==> src/rtl/fsm_ds_sink.sv <==
// fsm_ds_sink: downstream sink for the data-sequencing FSM.
// Captures each done-strobed result byte into a first-word-fall-through FIFO,
// drains it over valid/ready, keeps saturating accept/drop counters and
// watches for the upstream FSM lingering in its error state (bus = 8'hEE).
//
// Handshake: a transfer happens on a rising edge where m_valid=1 and
// m_ready=1; m_valid never depends on m_ready, and m_data holds steady while
// m_valid=1 and m_ready=0.
module fsm_ds_sink #(
    parameter int DEPTH      = 4,
    parameter int ERR_CYCLES = 3,
    parameter int CNT_W      = 8
) (
    input  logic             clk,
    input  logic             rst,
    input  logic             done_in,
    input  logic [7:0]       data_in,
    output logic             m_valid,
    input  logic             m_ready,
    output logic [7:0]       m_data,
    output logic             full,
    output logic             empty,
    output logic [CNT_W-1:0] acc_cnt,
    output logic [CNT_W-1:0] drop_cnt,
    input  logic             err_clr,
    output logic             err_flag
);

    localparam int AW = $clog2(DEPTH);
    localparam int RW = $clog2(ERR_CYCLES + 1);
    localparam logic [RW-1:0] ERR_MAX = RW'(ERR_CYCLES);
    localparam logic [7:0]    ERR_BYTE = 8'hEE;

    typedef enum logic [1:0] {
        MON_IDLE    = 2'd0,
        MON_SUSPECT = 2'd1,
        MON_ERR     = 2'd2
    } mon_state_t;

    // FIFO storage and pointers (one extra MSB distinguishes full from empty)
    logic [7:0]       r_mem [DEPTH];
    logic [AW:0]      r_wr_ptr;
    logic [AW:0]      r_rd_ptr;
    logic [CNT_W-1:0] r_acc_cnt;
    logic [CNT_W-1:0] r_drop_cnt;

    // Monitor FSM
    mon_state_t       r_state;
    mon_state_t       w_state_nxt;
    logic [RW-1:0]    r_run;
    logic [RW-1:0]    w_run_nxt;
    logic [RW-1:0]    w_run_inc;

    logic w_full;
    logic w_empty;
    logic w_pop;
    logic w_push;
    logic w_drop;
    logic w_ee_cond;

    assign w_empty = (r_wr_ptr == r_rd_ptr);
    assign w_full  = (r_wr_ptr[AW] != r_rd_ptr[AW]) &&
                     (r_wr_ptr[AW-1:0] == r_rd_ptr[AW-1:0]);
    assign w_pop   = !w_empty && m_ready;
    // A pop in the same cycle frees the slot, so a full FIFO still accepts.
    assign w_push  = done_in && (!w_full || w_pop);
    assign w_drop  = done_in && w_full && !w_pop;

    assign m_valid  = !w_empty;
    assign m_data   = w_empty ? 8'h00 : r_mem[r_rd_ptr[AW-1:0]];
    assign full     = w_full;
    assign empty    = w_empty;
    assign acc_cnt  = r_acc_cnt;
    assign drop_cnt = r_drop_cnt;
    assign err_flag = (r_state == MON_ERR);

    // Write accepted bytes into storage; contents need no reset since the
    // pointers gate visibility.
    always_ff @(posedge clk) begin
        if (w_push) begin
            r_mem[r_wr_ptr[AW-1:0]] <= data_in;
        end
    end

    // Pointer and saturating counter updates
    always_ff @(posedge clk or posedge rst) begin
        if (rst) begin
            r_wr_ptr   <= '0;
            r_rd_ptr   <= '0;
            r_acc_cnt  <= '0;
            r_drop_cnt <= '0;
        end else begin
            if (w_push) begin
                r_wr_ptr <= r_wr_ptr + 1'b1;
                if (r_acc_cnt != {CNT_W{1'b1}}) begin
                    r_acc_cnt <= r_acc_cnt + 1'b1;
                end
            end
            if (w_pop) begin
                r_rd_ptr <= r_rd_ptr + 1'b1;
            end
            if (w_drop && (r_drop_cnt != {CNT_W{1'b1}})) begin
                r_drop_cnt <= r_drop_cnt + 1'b1;
            end
        end
    end

    // Monitor state and run-length register
    always_ff @(posedge clk or posedge rst) begin
        if (rst) begin
            r_state <= MON_IDLE;
            r_run   <= '0;
        end else begin
            r_state <= w_state_nxt;
            r_run   <= w_run_nxt;
        end
    end

    assign w_ee_cond = (data_in == ERR_BYTE) && !done_in;
    assign w_run_inc = r_run + RW'(1);

    // Monitor next-state: count consecutive EE cycles, err_clr wins over all
    always_comb begin
        w_state_nxt = r_state;
        w_run_nxt   = r_run;
        if (err_clr) begin
            w_state_nxt = MON_IDLE;
            w_run_nxt   = '0;
        end else begin
            case (r_state)
                MON_IDLE: begin
                    if (w_ee_cond) begin
                        w_run_nxt   = RW'(1);
                        w_state_nxt = (ERR_CYCLES == 1) ? MON_ERR : MON_SUSPECT;
                    end else begin
                        w_run_nxt = '0;
                    end
                end
                MON_SUSPECT: begin
                    if (w_ee_cond) begin
                        w_run_nxt = w_run_inc;
                        if (w_run_inc >= ERR_MAX) begin
                            w_state_nxt = MON_ERR;
                        end
                    end else begin
                        w_run_nxt   = '0;
                        w_state_nxt = MON_IDLE;
                    end
                end
                MON_ERR: begin
                    w_state_nxt = MON_ERR;
                end
                default: begin
                    w_state_nxt = MON_IDLE;
                    w_run_nxt   = '0;
                end
            endcase
        end
    end

endmodule
==> config.mk <==
export PLATFORM = sky130hd
export DESIGN_NAME = fsm_ds_sink
export DESIGN_NICKNAME = d
export VERILOG_FILES = /design/src/rtl/fsm_ds_sink.sv
export SDC_FILE = /design/constraint.sdc
export NUM_CORES = 1
export LEC_CHECK = 0
export CAP_MARGIN = 20
export CELL_PAD_IN_SITES_DETAIL_PLACEMENT = 1
export CELL_PAD_IN_SITES_GLOBAL_PLACEMENT = 2
export CORE_MARGIN = 3
export CORE_UTILIZATION = 25
export CTS_CLUSTER_DIAMETER = 150
export CTS_CLUSTER_SIZE = 16
export DETAILED_ROUTE_END_ITERATION = 12
export PLACE_DENSITY_LB_ADDON = 0.1
export SLEW_MARGIN = 20
export SYNTH_ARGS = -nofsm -noshare
export SYNTH_HDL_FRONTEND = slang
export SYNTH_SLANG_ARGS = --single-unit
==> constraint.sdc <==
create_clock -name clk -period 4.8 [get_ports clk]
set_input_delay 0.72 -clock clk [delete_from_list [all_inputs] [get_ports clk]]
set_output_delay 0.72 -clock clk [all_outputs]
set_load 0.005 [all_outputs]
* Yosys cells after proc, flatten, opt, wreduce, memory -nomap -nowiden
Memories as Yosys holds them, arrays and structs flattened.
Index checks and enable logic that the tools add are counted.
** Word-level totals
- Register bits after elaboration :: 26
- Latch bits :: 0
- RAM bits :: 32
- ROM bits :: 0
- Input bits :: 13
- Output and inout bits :: 28
- Logic and storage cells :: 51
- Memories :: 1
** Operators by class
- $add $sub $neg :: 5
- Multiply operators :: 0
- Div/mod/pow operators :: 0
- Magnitude comparators :: 1
- Equal/unequal tests :: 11
- Shifts and indexed selects :: 0
- Mux-type cells :: 12
- Bitwise logic cells :: 0
- Reductions and logical operators :: 15
** Memory list
- r_mem :: words 4, bits a word 8, read ports 1, clocked after memory_dff 0, wr ports 1, RTL line 41 : logic [7:0] r_mem [DEPTH];
** Operators by type and width (number)
- $add 8x1->8 const B :: 2
- $ne 8x8->1 const B :: 2
- $mux 2 :: 6
- $pmux 2 s3 :: 2
- $eq 8x8->1 const B :: 1
- $mux 8 :: 1
- $logic_and 1x1->1 :: 7
- $add 3x1->3 const B :: 2
- $logic_not 1->1 :: 4
- $ne 4x4->1 const B :: 1
- $reduce_and 2->1 :: 2
- $eq 3x3->1 :: 1
- $mux 1 :: 3
- $ne 3x3->1 const B :: 1
- $add 2x1->2 const B :: 1
- $eq 2x1->1 const B :: 1
- $eq 2x2->1 :: 1
- $eq 2x2->1 const B :: 1
- $ge 2x2->1 const B :: 1
- $logic_not 2->1 :: 1
- $ne 2x2->1 const B :: 1
- $logic_or 1x1->1 :: 1
- $ne 1x1->1 :: 1

* Depth between registers and ports, before layout
- Depth in word-level cells :: 7
- Mapped depth :: 8
- Gate-level depth less buffers :: 6

* Worst setup path before layout
Ideal clock, no wire load.
- Path type :: reg2out
- From :: register r_rd_ptr[0]
- To :: output m_data[0]
- Arrival time :: 1319 ps
- Data required time :: 4080 ps
- Path slack :: 2761 ps
- Stages on the path, launching flop included :: 8
- Buffers on the path :: 2
- Cell sequence :: dfrtp_1 buf_6 xnor2_1 nand2_1 nor2_1 inv_1 buf_2 and2_1
** On the way
- Longest elaborated chain between the ends :: 2
- Elaborated cells on any way between the ends :: 3
- Classes of those cells :: 1 x eq/ne; 1 x mux; 1 x memory
** RTL lines
- from (decl) :: RTL line 43 : logic [AW:0] r_rd_ptr;
- from (signal assigned) :: RTL line 100 : r_rd_ptr <= r_rd_ptr + 1'b1;
- $eq 3x3->1 :: RTL line 61 : assign w_empty = (r_wr_ptr == r_rd_ptr);
- named net empty :: RTL line 22 : output logic empty,
- $mux 8 :: RTL line 70 : assign m_data = w_empty ? 8'h00 : r_mem[r_rd_ptr[AW-1:0]];
- to (decl) :: RTL line 20 : output logic [7:0] m_data,
The timed path passes the listed nets, and every way through them passes these cells.

* Final worst setup path
- From :: register r_rd_ptr[0]
- To :: output m_data[0]
** On the way
- Longest elaborated chain between the ends :: 2
- Elaborated cells on any way between the ends :: 3
- Classes of those cells :: 1 x eq/ne; 1 x mux; 1 x memory
** RTL lines (RTL line)
- $mem_v2 4x8 / $eq 3x3->1 (equally long branches)
- $mux 8 * :: 70
Every way passes the cells marked *; elsewhere a longest branch is shown, timed or not.

==> results.yml <==
route:
  post-route-drc-count: 0
  via_count: 1596
  final_antenna_net_count: 0
  route.detailed.vias_per_inst: 4.31
  detailedRoute.firstIterationViolations: 29
  route.detailed.wl_per_inst_um: 15.2
  drt_pre_antenna_iters: 4
  postRouteWirelength_um: 5620
power:
  p_int_uw: 1380
  power.static_leakage_uw: 0.00127
  sequentialPowerShare_pct: 39.6
  power_density_nw_per_um2: 592
  post-layout-total-power_uw: 2010
  power.share.combinational_pct: 36.5
  vdd.ir_drop.worst_mv: 0.235
  power.clock.fraction_pct: 23.8
  switchingPower_uw: 627
  sw_frac_of_total_pct: 31.2
floorplanning:
  io_pins: 41
  num_rows: 36
  design.core.area_um2: 10000
  die_area_um2: 11800
  floorplan.initialDensity_pct: 26.3
  die_x_um: 109
  die_height_um: 109
placement:
  gpl.final_weighted_congestion: 0.675
  placement.setup.worst_slack_ns: 1.89
  dp_hpwl_um: 3930
  port-buffer-count: 40
  placed_cells: 354
synth:
  postSynthAreaPerCell_um2: 14.4
  synthDistinctLibCells: 36
  netlist_instances: 184
  postSynth.asyncResetShare_pct: 44.8
  syn-cell-area_um2: 2640
  postSynthNetCount: 205
  synthDominantAreaCellType: "sky130_fd_sc_hd__edfxtp_1"
  postSynthRegisterBits: 58
  sequential_to_total_area_share_from_yosys_stat_pct: 61.0
  ys_dominant_reg_cell: "sky130_fd_sc_hd__edfxtp_1"
  synthDominantCellAreaShare_pct: 36.4
  ys_top_cells_by_area: "sky130_fd_sc_hd__edfxtp_1, sky130_fd_sc_hd__dfrtp_1, sky130_fd_sc_hd__mux4_2"
  synth_warnings: 0
  synth_enable_flop_cells: 32
final_layout:
  layout-drive-gt1-share_pct: 13.9
  final_common_cell: "sky130_fd_sc_hd__clkdlybuf4s50_1"
  area_overhead_vs_synth_pct: 28.6
  finish.net_count: 253
  instances_no_fill: 370
  nFillCells: 1084
  insertedDiodeCount: 0
  layout_common_cells: "sky130_fd_sc_hd__clkdlybuf4s50_1, sky130_fd_sc_hd__edfxtp_1, sky130_fd_sc_hd__dfrtp_1"
status:
  run_status: "finished clean"
clock_network:
  cts-root-buf: "sky130_fd_sc_hd__clkbuf_8"
  post_cts_resize_count: 0
  clock_latency_ns: 0.33
  cts.sink_count: 58
  clock_tree_buffer_depth: 2
  cts_setup_buffers: 0
  cts_h_tree_depth: 3
  cts_tree: "yes"
  cts.clk_slew.worst_paths_ns: 0.07
  numCtsBuffers: 9
  postCtsHoldBufs: 0
timing:
  actual_transition_at_the_worst_max_transition_pin_ns: 0.685
  grt_setup_unrepaired: "false"
  setup_total_negative_slack_ns: 0
  fin_crit_sh_pct: 66.1
  clock_skew_ns: 0.0126
  minimum_clock_period_after_layout_ns: 3.17
  total_count_of_hold_check_failures_in_the_final_report: 0
  finalSetupViolations: 0
  relSlewSlack_pct: 54.4
  slew_viol_final: 0
  setup_slack_ns: 1.63
  max_freq_mhz: 315
worst_setup_path:
  crit_path_max_incr_delay_ns: 0.79
  timing.critical_path.slowest_stage_cell: "sky130_fd_sc_hd__dfrtp_1"
  cp_data_arrival_time_ns: 2.45
  setup.worst_path.start: "r_rd_ptr[0]"
  worstPathRequired_ns: 4.08
  critical_path.max_fanout: 12
  critPathCaptureType: "output pin"
  timing.critical_path.max_delay_family: "flip-flops"
  cells_along_the_critical_path: "xnor2_1 -> nand2_1 -> nor2_1 -> inv_1 -> and2_1 -> clkdlybuf4s50_1"
  worstSetupPathType: "reg2out"
  cp.buffers_inverters: 2
  startpoint_type: "register"
  r2r-start: "r_rd_ptr[0]"
grt:
  number_of_antenna_violations_at_the_first_check_in_global_routing: 0
  first_pass_grt_wire_length_um: 9290
  grt_use_total_pct: 10.5
  grt_pass1_vias: 1760
  grt.overflow.total: 0
  grt_max_degree: 27
job:
  maxCapViolCount: 0
worst_hold_path:
  timing.hold.worst.start: "acc_cnt[5]"
  hp-class: "reg2reg"
-- registers in the layout, summed over array words and instances (netlist names) --
| name | flops |
|---|---|
| r_rd_ptr | 3 |
| r_mem | 32 |
| drop_cnt | 8 |
| r_wr_ptr | 3 |
| r_state | 2 |
| acc_cnt | 8 |
| r_run | 2 |
-- kinds of logic after synthesis --
kind of cell             after synthesis  share of synthesized area (%)
multiplexers                          14                           9.37
adder cells (fa/ha/maj)                8                           3.79
buffers and inverters                 11                           2.08
AO/OA/AOI/OAI                         11                           4.21
XOR/XNOR                              19                           6.30
AND/OR/NAND/NOR                       63                           13.3
flip-flops                            58                           61.0
-- path summary, 6_finish.rpt --
check                               to  cells past startpoint  slack, ns
max                          m_data[0]                      6       1.63
min                         acc_cnt[5]                      1       0.50
max reg2reg                r_mem[0][2]                      3       2.38
min reg2reg                 acc_cnt[5]                      1       0.50
max in group asynchronous  r_wr_ptr[2]                      3       3.78
min in group asynchronous   acc_cnt[5]                      3       0.75
-- cells in the mapped netlist (2+ instances only) --
master                     instances
sky130_fd_sc_hd__nand2_1          13
sky130_fd_sc_hd__and2_1           11
sky130_fd_sc_hd__nor4_1            2
sky130_fd_sc_hd__xnor2_1           8
sky130_fd_sc_hd__buf_2             2
sky130_fd_sc_hd__nor3_1            8
sky130_fd_sc_hd__ha_1              8
sky130_fd_sc_hd__nand2b_1          3
sky130_fd_sc_hd__mux2_2            6
sky130_fd_sc_hd__edfxtp_1         32
sky130_fd_sc_hd__nand3_1           9
sky130_fd_sc_hd__dfrtp_1          26
sky130_fd_sc_hd__nand4_1           2
sky130_fd_sc_hd__mux4_2            8
sky130_fd_sc_hd__nor2_1            4
sky130_fd_sc_hd__a21oi_1           3
sky130_fd_sc_hd__xor2_1           11
sky130_fd_sc_hd__nor2b_1           3
sky130_fd_sc_hd__and4_1            2
sky130_fd_sc_hd__inv_1             7
-- per-stage QoR --
stage,instance area (um2),hold slack (ns),utilization (%)
5_1_grt,3400,0.533,33.8
6_report,3400,0.499,33.8
4_1_cts,3400,0.506,33.8
3_3_place_gp,3190,0.484,31.7
2_1_floorplan,2640,0.466,-
3_5_place_dp,3190,0.490,31.7
-- per-layer routing --
layer	GRT usage, %	wire length, um	vias to the layer above
li1	-	-	769
met5	0	0	-
met4	4.87	91	0
met2	15.5	2470	41
met1	14.0	2710	776
met3	3.55	353	10
-- worst reg2reg max path: cells and delay by family, from the launching register on --
kind / cells / cell delay [ns]
flip-flops: 1 / 0.79
AO/OA/AOI/OAI: 1 / 0.42
AND/OR/NAND/NOR: 1 / 0.50
XOR/XNOR: 1 / 0.36
-- power by group through the flow --
stage / Sequential (uW) / Combinational [uW] / Clock, uW
5_1_grt: 825 / 823 / 513
3_5_place_dp: 813 / 753 / 0
2_1_floorplan: 749 / 449 / 0
3_3_place_gp: 813 / 748 / 0
4_1_cts: 805 / 758 / 496
6_report: 796 / 734 / 479
-- final cells by class --
type / instances / area, um2 / area share (%)
inverters: 7 / 26.3 / 0.773
flip-flops and latches: 58 / 1610 / 47.4
clock buffers: 10 / 128 / 3.76
multi-input cells: 115 / 976 / 28.7
well taps: 133 / 166 / 4.90
repair buffers: 41 / 408 / 12.0
clock inverters: 6 / 81.3 / 2.39
No activity file was read; power rests on OpenSTA's default activity.
